`src/rtl/microwave_timer_fsm_if.sv`:
```
// Front-panel / driver-side signal bundle for the microwave timer controller.
// start/stop/door_open are plain levels sampled on every rising clk edge; there is
// no ready return path, so acceptance is observed through state/busy on later cycles.
interface microwave_timer_fsm_if #(
   parameter int TW = 8,
   parameter int PW = 2
);
   logic          start;
   logic          stop;
   logic          door_open;
   logic [TW-1:0] tin;
   logic [PW-1:0] pwr;
   logic          p;
   logic          busy;
   logic          done;
   logic [TW-1:0] remain;
   logic [1:0]    state;

   modport master (
      output start, stop, door_open, tin, pwr,
      input  p, busy, done, remain, state
   );

   modport slave (
      input  start, stop, door_open, tin, pwr,
      output p, busy, done, remain, state
   );
endinterface

```
`src/rtl/microwave_timer_fsm.sv`:
```
// Microwave cook-time controller: prescaled countdown, power-level duty cycle on the
// magnetron enable, door pause/resume, cancel, add-time and a one-cycle done pulse.
module microwave_timer_fsm #(
   parameter int TW    = 8,
   parameter int PW    = 2,
   parameter int PRESC = 4
) (
   input  logic                    clk,
   input  logic                    rst,
   microwave_timer_fsm_if.slave    bus
);
   localparam int CW = (PRESC > 1) ? $clog2(PRESC) : 1;
   localparam logic [CW-1:0] PMAX = CW'(PRESC - 1);

   typedef enum logic [1:0] {
      IDLE  = 2'b00,
      RUN   = 2'b01,
      PAUSE = 2'b10,
      DONE  = 2'b11
   } state_t;

   state_t        st, n_st;
   logic [TW-1:0] rem, n_rem;
   logic [CW-1:0] pre, n_pre;
   logic [PW-1:0] dph, n_dph;
   logic [PW-1:0] pwr_lat, n_pwr;
   logic          p_q, busy_q, done_q;
   logic          n_p, n_busy, n_done;
   logic          expiry;
   logic [TW:0]   sum;

   assign expiry = (pre == PMAX);
   assign sum    = {1'b0, rem} + {1'b0, bus.tin};

   always_comb begin
      n_st  = st;
      n_rem = rem;
      n_pre = pre;
      n_dph = dph;
      n_pwr = pwr_lat;
      unique case (st)
         IDLE: begin
            if (!bus.stop && !bus.door_open && bus.start && (bus.tin != '0)) begin
               n_st  = RUN;
               n_rem = bus.tin;
               n_pwr = bus.pwr;
               n_pre = '0;
               n_dph = '0;
            end
         end
         RUN: begin
            if (bus.stop) begin
               n_st  = IDLE;
               n_rem = '0;
               n_pre = '0;
               n_dph = '0;
            end else if (bus.door_open) begin
               n_st = PAUSE;
            end else if (expiry) begin
               // A start landing on a unit boundary is dropped; expiry wins.
               n_pre = '0;
               n_dph = dph + PW'(1);
               n_rem = rem - TW'(1);
               if (rem == TW'(1)) n_st = DONE;
            end else begin
               n_pre = pre + CW'(1);
               if (bus.start) n_rem = sum[TW] ? '1 : sum[TW-1:0];
            end
         end
         PAUSE: begin
            if (bus.stop) begin
               n_st  = IDLE;
               n_rem = '0;
               n_pre = '0;
               n_dph = '0;
            end else if (bus.start && !bus.door_open) begin
               n_st = RUN;
            end
         end
         DONE: n_st = IDLE;
         default: n_st = IDLE;
      endcase
      // Outputs are registered from the next-state values so they line up with state.
      n_p    = (n_st == RUN) && (n_dph <= n_pwr);
      n_busy = (n_st == RUN) || (n_st == PAUSE);
      n_done = (n_st == DONE);
   end

   always_ff @(posedge clk or posedge rst) begin
      if (rst) begin
         st      <= IDLE;
         rem     <= '0;
         pre     <= '0;
         dph     <= '0;
         pwr_lat <= '0;
         p_q     <= 1'b0;
         busy_q  <= 1'b0;
         done_q  <= 1'b0;
      end else begin
         st      <= n_st;
         rem     <= n_rem;
         pre     <= n_pre;
         dph     <= n_dph;
         pwr_lat <= n_pwr;
         p_q     <= n_p;
         busy_q  <= n_busy;
         done_q  <= n_done;
      end
   end

   assign bus.p      = p_q;
   assign bus.busy   = busy_q;
   assign bus.done   = done_q;
   assign bus.remain = rem;
   assign bus.state  = st;
endmodule

```
`src/flat_wrapper.sv`:
```
// flat-port wrapper written by rule: the top's interface ports become plain ports
module microwave_timer_fsm_flat 
#(
   parameter int TW    = 8,
   parameter int PW    = 2,
   parameter int PRESC = 4
)
  (clk, rst, bus_start, bus_stop, bus_door_open, bus_tin, bus_pwr, bus_p, bus_busy, bus_done, bus_remain, bus_state);
  microwave_timer_fsm_if #(.TW(TW), .PW(PW)) bus_i ();
  input  logic clk;
  input  logic rst;
  input wire logic [$bits(bus_i.start)-1:0] bus_start;
  input wire logic [$bits(bus_i.stop)-1:0] bus_stop;
  input wire logic [$bits(bus_i.door_open)-1:0] bus_door_open;
  input wire logic [$bits(bus_i.tin)-1:0] bus_tin;
  input wire logic [$bits(bus_i.pwr)-1:0] bus_pwr;
  output wire logic [$bits(bus_i.p)-1:0] bus_p;
  output wire logic [$bits(bus_i.busy)-1:0] bus_busy;
  output wire logic [$bits(bus_i.done)-1:0] bus_done;
  output wire logic [$bits(bus_i.remain)-1:0] bus_remain;
  output wire logic [$bits(bus_i.state)-1:0] bus_state;
  assign bus_i.start = bus_start;
  assign bus_i.stop = bus_stop;
  assign bus_i.door_open = bus_door_open;
  assign bus_i.tin = bus_tin;
  assign bus_i.pwr = bus_pwr;
  assign bus_p = bus_i.p;
  assign bus_busy = bus_i.busy;
  assign bus_done = bus_i.done;
  assign bus_remain = bus_i.remain;
  assign bus_state = bus_i.state;
  microwave_timer_fsm #(.TW(TW), .PW(PW), .PRESC(PRESC)) u_core (.clk(clk), .rst(rst), .bus(bus_i));
endmodule
```
`config.mk`:
```
export PLATFORM = sky130hd
export DESIGN_NAME = microwave_timer_fsm_flat
export DESIGN_NICKNAME = d
export VERILOG_FILES = /design/src/rtl/microwave_timer_fsm_if.sv /design/src/rtl/microwave_timer_fsm.sv /design/src/flat_wrapper.sv
export SDC_FILE = /design/constraint.sdc
export NUM_CORES = 1
export LEC_CHECK = 0
export CORE_ASPECT_RATIO = 1.25
export CORE_MARGIN = 2
export CORE_UTILIZATION = 48
export DETAILED_ROUTE_END_ITERATION = 6
export PLACE_DENSITY_LB_ADDON = 0.3
export SYNTH_ARGS = -nofsm -noshare
export SYNTH_HDL_FRONTEND = slang
export SYNTH_SLANG_ARGS = --single-unit
```
`constraint.sdc`:
```
create_clock -name clk -period 2 [get_ports clk]
set_input_delay 0.4 -clock clk [delete_from_list [all_inputs] [get_ports clk]]
set_output_delay 0.4 -clock clk [all_outputs]
set_load 0.005 [all_outputs]
```
# == Word level (Yosys, flattened, before mapping) ==
# Index checks and enable logic that the tools add are counted.
# word_totals
input_bits,15
memories,0
elab_cells,68
out_inout_bits,13
romBits,0
latch_bits,0
reg_bits,19
ramBits,0
# classes
magnitude_cmp,1
n_div,0
n_mux,30
shifts,0
multipliers,0
eq_ne,12
addsub,4
bitwise_logic,0
n_reduce_logical,13
# ops
operator,n
$mux 8,7
$mux 2,19
$pmux 8 s3,1
$pmux 2 s3,2
$eq 2x2->1 const B,5
$add 8x8->9,1
$eq 8x1->1 const B,1
$pmux 2 s4,1
$reduce_bool 8->1,1
$sub 8x1->8 const B,1
$logic_and 1x1->1,5
$reduce_and 5->1,1
$add 2x1->2 const B,2
$eq 2x1->1 const B,2
$ne 4x3->1 const B,1
$reduce_and 4->1,1
$ne 3x3->1 const B,1
$reduce_bool 3->1,1
$le 2x2->1,1
$logic_not 1->1,2
$logic_not 2->1,1
$ne 2x1->1 const B,1
$ne 2x2->1 const B,1
$logic_or 1x1->1,1

# == Logic depth before layout (Yosys ltp) ==
# Gate-level depths: netlist (run 1).
# logic_depth
ltp_word,8
mapped_depth,12

# == Least setup slack after synthesis (run 1) ==
# No wires, ideal clock.
# synth_timing
path_kind,input to register
startpoint,input port bus_tin[2]
endpoint,"register u_core.p_q, in the netlist u_core.bus.p"
path_stages,8
setup_time_ps,119
slack_ps,-196
n_path_buf,0
required_time_ps,1881
arrival_time_ps,2077
path_cell_list,or4_1 -> o21a_1 -> o21ai_0 -> o21ai_1 -> o31a_1 -> ha_1 -> a21oi_1 -> nor2b_1
# synth_between
elab_chain_len,6
elab_cells_between_ends,11
# synth_rtl
item,line_no,source
start: declaration,flat_wrapper.sv:15,input wire logic [$bits(bus_i.tin)-1:0] bus_tin;
$reduce_bool 8->1 (*),microwave_timer_fsm.sv:43,if (!bus.stop && !bus.door_open && bus.start && (bus.tin != '0)) begin
$logic_and 1x1->1 (*),microwave_timer_fsm.sv:43,
$mux 2,microwave_timer_fsm.sv:43,
"$pmux 2 s3, or another cell as far along",microwave_timer_fsm.sv:41,unique case (st)
$le 2x2->1 or $eq 2x1->1 (tied branches),microwave_timer_fsm.sv:84,n_p = (n_st == RUN) && (n_dph <= n_pwr);
$logic_and 1x1->1 (*),microwave_timer_fsm.sv:84,
via u_core.n_p,microwave_timer_fsm.sv:28,"logic n_p, n_busy, n_done;"
end signal: assignment,microwave_timer_fsm.sv:105,p_q <= n_p;
end: declaration,microwave_timer_fsm.sv:27,"logic p_q, busy_q, done_q;"
# Mark *: on every way through the listed nets, which the timed path passes. The rest lies on a longest branch.
# A chain may end at the register's enable or synchronous reset.

# == Final worst setup path (run 1) ==
# layout_timing
startpoint,input port bus_tin[3]
endpoint,"register u_core.p_q, in the netlist u_core.bus.p"
# layout_between
elab_chain_len,6
elab_cells_between_ends,11
# layout_rtl
item,line_no,source
$reduce_bool 8->1,microwave_timer_fsm.sv:43,
$logic_and 1x1->1,microwave_timer_fsm.sv:43,
$mux 2,microwave_timer_fsm.sv:43,
$mux 2,microwave_timer_fsm.sv:41,
via u_core.n_pwr[0],microwave_timer_fsm.sv:26,"logic [PW-1:0] pwr_lat, n_pwr;"
$le 2x2->1,microwave_timer_fsm.sv:84,
$logic_and 1x1->1,microwave_timer_fsm.sv:84,
via u_core.n_p,microwave_timer_fsm.sv:28,
# The timed path passes the listed nets, and every way through them passes these cells.

==> flow_metrics.py, run 1 <==
metrics = {
    "outcome": {
        "status": "complete, but fails checks",
        "failed_checks": "setup timing",
    },
    "critical_path": {
        "regToRegSetupSlack_ns": -0.02,
        "path_class": "in2reg",
        "start_kind": "primary input",
        "crit_start": "bus_tin[3]",
        "r2r_cells": 11,
        "arrival_ns": 2.20,
        "cp-endpoint": "u_core.bus.p",
        "r2r_start": "u_core.bus.state[0]",
        "end_kind": "flop",
        "rr_endpoint": "u_core.bus.p",
        "worstPathRequired_ns": 2.16,
        "crit_fanout": 4,
    },
    "power": {
        "power.switching_w": 0.001561,
        "p_seq_share_pct": 18.5,
        "p_comb_share_pct": 73.6,
        "leakage_nw": 1.274,
        "clockPowerShare_pct": 7.9,
        "totalPowerFinal_w": 0.003638,
        "peakVddDrop_v": 0.0009756,
        "cellInternalPower_w": 0.002077,
        "p_per_area_nw_per_um2": 1338,
        "swShare_pct": 42.90,
    },
    "finish": {
        "final_common_cell": "buf_4",
        "mostFrequentLayoutCells": "65 x buf_4, 17 x dfrtp_1, 16 x nand2_1, 16 x clkdlybuf4s50_1, 15 x ha_1",
        "num-nets-final": 334,
        "design_area_sq_um": 2719,
        "syn2layout_area_growth_pct": 58.85,
        "layout.cells.non_filler": 335,
        "antenna_cells": 0,
        "drive_gt1_share_pct": 41.55,
    },
    "drt": {
        "viasPerCell": 5.833,
        "drc": 0,
        "vias": 1954,
        "ant_nets": 0,
        "wl_um": 5562,
        "drt_iter0_drc": 85,
        "wl_per_cell_um": 16.60,
        "first_pass_iters": 4,
    },
    "yosys": {
        "synth_fp_nets": 239,
        "synth-edff-count": 0,
        "yosys_warnings": 0,
        "yosys.area.top_type": "dfrtp_1",
        "synth.distinct_cells": 47,
        "async_flop_share_pct": 100.0,
        "synth_top_area_share_pct": 27.78,
        "synthesis.instances": 202,
        "syn_avg_cell_area_sq_um": 8.473,
        "ys_ff_latch": 19,
        "ys.flop_type": "dfrtp_1",
        "synth_seq_area_share_pct": 27.78,
        "syn_area_sq_um": 1712,
        "yosys-top-cells-area": "dfrtp_1 28%, ha_1 15%, o21ai_0 5.6%",
    },
    "floorplanning": {
        "core_sq_um": 3453,
        "dieArea_sq_um": 4063,
        "die_h_um": 70.77,
        "num_rows": 24,
        "start_util_pct": 49.57,
        "pin_count": 28,
        "dieWidth_um": 57.41,
    },
    "timing": {
        "finalCritPeriodShare_pct": 101.9,
        "finalSetupViolations": 2,
        "fin_worst_skew_ns": 0.006637,
        "final.setup.tns_ns": -0.05272,
        "worst_slack_ns": -0.03822,
        "rsz0062_at_grt": "yes",
        "timing_hold_violations_final": 0,
        "fin_crit_ns": 2.038,
        "finalMaxSlewViolations": 0,
        "slew_headroom_pct": 70.70,
        "max_freq_mhz": 490.6,
        "worst_pin_slew_ns": 0.4369,
    },
    "clocking": {
        "numCtsBuffers": 3,
        "clock_latency_ns": 0.27,
        "cts.clk_slew.worst_paths_ns": 0.08,
        "clk_path_buf_depth": 2,
        "cts.sinks": 19,
        "h-tree-depth": 1,
        "cts_tree": "done",
        "root_buffer": "clkbuf_8",
        "ctsHoldBuffers": 0,
    },
    "placement": {
        "dp.cells": 319,
        "place_congestion": 0.9323,
        "hpwl_um": 4062,
        "placed_area_sq_um": 2489,
        "place_ws_ns": -0.6991,
        "port_buffers": 27,
    },
    "global_route": {
        "grt_pass1_vias": 1918,
        "antenna_found_initial": 0,
        "overflow": 0,
        "track_usage_pct": 27.25,
        "grt_max_degree": 20,
        "grt_pass1_wl_um": 8625,
    },
    "worst_hold_path": {
        "min-delay-path-class": "in2reg",
    },
    "run": {
        "cap_violations": 0,
    },
}
-- critical path: stages --
cell      delay [ns]
clkbuf_2        0.11
or4_4           0.53
o21a_4          0.26
nand2_4         0.08
mux2_4          0.32
ha_4            0.16
inv_2           0.04
a21oi_2         0.05
a21oi_1         0.17
nor2b_1         0.07
-- state kept, by name (all words and copies together) (netlist names) --
register and cells:
u_core.bus.busy 1, u_core.bus.state 2, u_core.pre 2, u_core.bus.remain 8, u_core.bus.done 1, u_core.dph 2, u_core.pwr_lat 2, u_core.bus.p 1
-- logic make-up after synthesis --
family                     Yosys count  share of synthesized area [%]
and+or+nand+nor                     71                          21.71
muxes                                4                          2.485
AOI/OAI and AO/OA                   66                          25.15
adders and majority gates           22                          16.52
xor gates and xnor gates             5                          2.558
DFF                                 19                          27.78
buffers and inverters               15                          3.801
-- cell type report --
cell class	count	area [sq um]
inverter	13	48.80
sequential	19	478.0
clock buffer	3	41.29
tap	39	48.80
clock inverter	1	5.005
fill	242	734.5
timing repair buffer	92	726.9
multi-input combinational	168	1370
-- metrics by stage --
stage                     utilization [%]  hold WS (ns)
after floorplan                         -        0.3511
after CTS                           75.76        0.4363
after global routing                78.73        0.4364
after global placement              72.07        0.5010
final                               78.73        0.4153
after detailed placement            72.07        0.5050
-- synth_stat cells, drive strengths merged (5+ instances only) --
master and number:
a21oi 11, a31oi 12, dfrtp 19, ha 21
inv 13, nand2 20, nand3 7, nor2 14
o21ai 20, o31ai 5
-- repair_timing --
item,CTS,global route
pin swaps,13,20
setup endpoints to repair,13,13
resized for setup,39,31
setup buffers,8,4
-- power by group through the flow --
stage	clock network, W	logic (W)	registers, W
2_1_floorplan	0	0.00123	0.000723
3_3_place_gp	0	0.00231	0.000658
3_5_place_dp	0	0.00237	0.000663
4_1_cts	0.000281	0.00244	0.000661
5_1_grt	0.000296	0.00292	0.000692
6_report	0.000286	0.00268	0.000674
-- layer usage --
layer	up-vias	part of all wire (%)	global-route usage (%)
met3	24	3.6	1.828
met4	0	5.0	15.50
li1	939	-	-
met1	930	38	30.49
met5	-	0	0
met2	61	53	49.62
-- worst min path at each step --
stage                                 start                    to  slack (ns)  depth (start not counted)
after floorplan                         rst       u_core.bus.busy        0.35                          1
after global placement        u_core.dph[0]         u_core.dph[0]        0.50                          1
after detailed placement  u_core.pwr_lat[1]     u_core.pwr_lat[1]        0.50                          2
after CTS                        bus_tin[0]  u_core.bus.remain[0]        0.44                          3
after global routing             bus_tin[3]  u_core.bus.remain[3]        0.44                          3
final                            bus_tin[3]  u_core.bus.remain[3]        0.42                          3
Note: power is estimated with default switching activity, not from simulation.
==> run 2: changes to the inputs <==
- CAP_MARGIN: not set -> 20
- CORE_UTILIZATION: 48 -> 50
- SLEW_MARGIN: not set -> 20
- clock period: 2 -> 2.3 ns (I/O delays scaled with it)
==> run 2 against run 1 <==
The flow now finishes without violations. Via count shrank 7.9%. Register-to-register slack gained 0.21 ns. Sequential power shrank 13%. Clock-buffer cell count is the same. Non-clock buffer count shrank 22. Die area shrank 3.8%. Critical path type unchanged. Critical path depth is the same.
==> flow_metrics.py, run 2 (synthesis gave the netlist of run 1 again) <==
metrics = {
    "timing": {
        "worst_slack_ns": 0.07285,
        "slew_headroom_pct": 50.18,
        "rsz0062_at_grt": "no",
        "whs_ns": 0.5048,
        "finalSetupViolations": 0,
        "fin_crit_ns": 2.227,
        "timing_hold_violations_final": 0,
        "finalMaxSlewViolations": 0,
        "fin_worst_skew_ns": 0.004193,
        "max_freq_mhz": 449.0,
        "worst_pin_slew_ns": 0.7465,
        "finalCritPeriodShare_pct": 96.83,
    },
    "placement": {
        "place_ws_ns": -0.5226,
        "place_congestion": 0.8788,
        "port_buffers": 27,
        "hpwl_um": 3787,
    },
    "critical_path": {
        "crit_start": "bus_stop",
        "rr_endpoint": "u_core.bus.p",
        "regToRegSetupSlack_ns": 0.19,
        "end_kind": "flop",
        "crit_chain": "clkdlybuf4s50_1 -> buf_4 -> and2b_2 -> nand2b_1 -> a21oi_1 -> o21ai_1 -> o31a_1 -> ha_2 -> a21oi_1 -> nor2b_1",
        "crit_top_cell": "a21oi_1",
        "r2r_cells": 10,
        "worstPathRequired_ns": 2.45,
        "path_class": "in2reg",
        "cp-endpoint": "u_core.bus.p",
        "r2r_start": "u_core.bus.state[1]",
        "crit_slowest_cell": "clkdlybuf4s50_1",
        "arrival_ns": 2.38,
        "critPathMaxStageDelay_ns": 0.50,
        "start_kind": "primary input",
        "crit_fanout": 4,
    },
    "finish": {
        "num-nets-final": 312,
        "fillers": 248,
        "largest_reg_flops": 8,
        "final_common_cell": "buf_4",
        "drive_gt1_share_pct": 25.55,
        "multi_input_area_sq_um": 1267,
        "antenna_cells": 0,
        "mostFrequentLayoutCells": "43 x buf_4, 19 x nand2_1, 19 x clkdlybuf4s50_1, 19 x dfrtp_1, 18 x ha_1",
        "regArea_sq_um": 475.5,
        "syn2layout_area_growth_pct": 44.37,
    },
    "clocking": {
        "root_buffer": "clkbuf_8",
        "cts.clk_slew.worst_paths_ns": 0.08,
        "cts_tree": "done",
        "clock_latency_ns": 0.26,
        "numCtsBuffers": 3,
        "cts.sinks": 19,
        "clk_path_buf_depth": 2,
        "h-tree-depth": 1,
    },
    "floorplanning": {
        "dieArea_sq_um": 3910,
        "dieWidth_um": 56.33,
        "pin_count": 28,
        "die_h_um": 69.42,
        "num_rows": 23,
        "start_util_pct": 52.64,
        "core_sq_um": 3252,
    },
    "global_route": {
        "grt_max_degree": 20,
        "track_usage_pct": 25.25,
        "grt_pass1_vias": 1772,
        "overflow": 0,
        "antenna_found_initial": 0,
        "grt_pass1_wl_um": 7900,
    },
    "power": {
        "totalPowerFinal_w": 0.002843,
        "peakVddDrop_v": 0.0007690,
        "p_per_area_nw_per_um2": 1151,
        "leakage_nw": 1.169,
    },
    "drt": {
        "vias": 1800,
        "drc": 0,
        "drt_iter0_drc": 80,
        "ant_nets": 0,
        "first_pass_iters": 4,
        "wl_um": 4795,
        "wl_per_cell_um": 15.42,
        "viasPerCell": 5.788,
    },
    "run": {
        "cap_violations": 0,
    },
    "worst_hold_path": {
        "min-delay-path-class": "reg2reg",
    },
    "outcome": {
        "status": "completed",
    },
}
==> run 2: worst min-delay path by stage <==
| stage | from | end | cells after the start |
|---|---|---|---|
| 6_report | u_core.pwr_lat[0] | u_core.pwr_lat[0] | 1 |
| 5_1_grt | u_core.pwr_lat[0] | u_core.pwr_lat[0] | 1 |
| 4_1_cts | u_core.dph[0] | u_core.dph[0] | 1 |
| 3_5_place_dp | u_core.dph[0] | u_core.dph[0] | 1 |
| 3_3_place_gp | u_core.pwr_lat[0] | u_core.pwr_lat[0] | 1 |
| 2_1_floorplan | rst | u_core.bus.busy | 1 |
==> run 2: final cells by class <==
cell class | count | area share (%)
Multi-Input combinational cell | 168 | 51.29
Timing Repair Buffer | 70 | 23.75
Sequential cell | 19 | 19.24
Inverter | 13 | 1.975
Tap cell | 37 | 1.873
Clock buffer | 3 | 1.671
Clock inverter | 1 | 0.2025
==> run 2: routing by layer <==
layer | wire length (um) | GRT usage [%] | vias up | share of wire [%]
met5 | 0 | 0 | - | 0
met4 | 126 | 10.32 | 0 | 2.6
met3 | 178 | 1.306 | 12 | 3.7
met2 | 2566 | 47.45 | 47 | 54
met1 | 1924 | 29.07 | 847 | 40
li1 | - | - | 894 | -
==> run 2: repair_timing <==
action,4_1_cts,5_1_grt
setup endpoints to repair,10,4
pin swaps,11,2
buffers inserted,1,0
endpoints found under the hold margin,0,0
gates resized for setup,22,8
hold buffers,0,0
==> run 2: where the power goes <==
| part | switching (W) | internal [W] | total [W] |
|---|---|---|---|
| clock | 0.000117 | 0.000121 | 0.000238 |
| combinational | 0.000975 | 0.00104 | 0.00202 |
| sequential | 0.000125 | 0.000462 | 0.000587 |
| total | 0.00122 | 0.00163 | 0.00284 |
==> run 2: through the flow <==
step / instance area (sq um) / setup TNS (ns) / util [%] / instances
final: 2471 / 0 / 75.99 / 311
after global routing: 2471 / 0 / 75.99 / 311
after CTS: 2420 / 0 / 74.41 / 311
after detailed placement: 2327 / -3.967 / 71.57 / 306
after global placement: 2327 / -3.345 / 71.57 / 306
after floorplan: 1712 / 0 / - / 202
==> run 2: critical path: cells and delay by family <==
| family | cells | cell delay, ns |
|---|---|---|
| adders and majority gates | 1 | 0.26 |
| and+or+nand+nor | 3 | 0.44 |
| AOI/OAI and AO/OA | 4 | 0.59 |
| buffers and inverters | 2 | 0.62 |
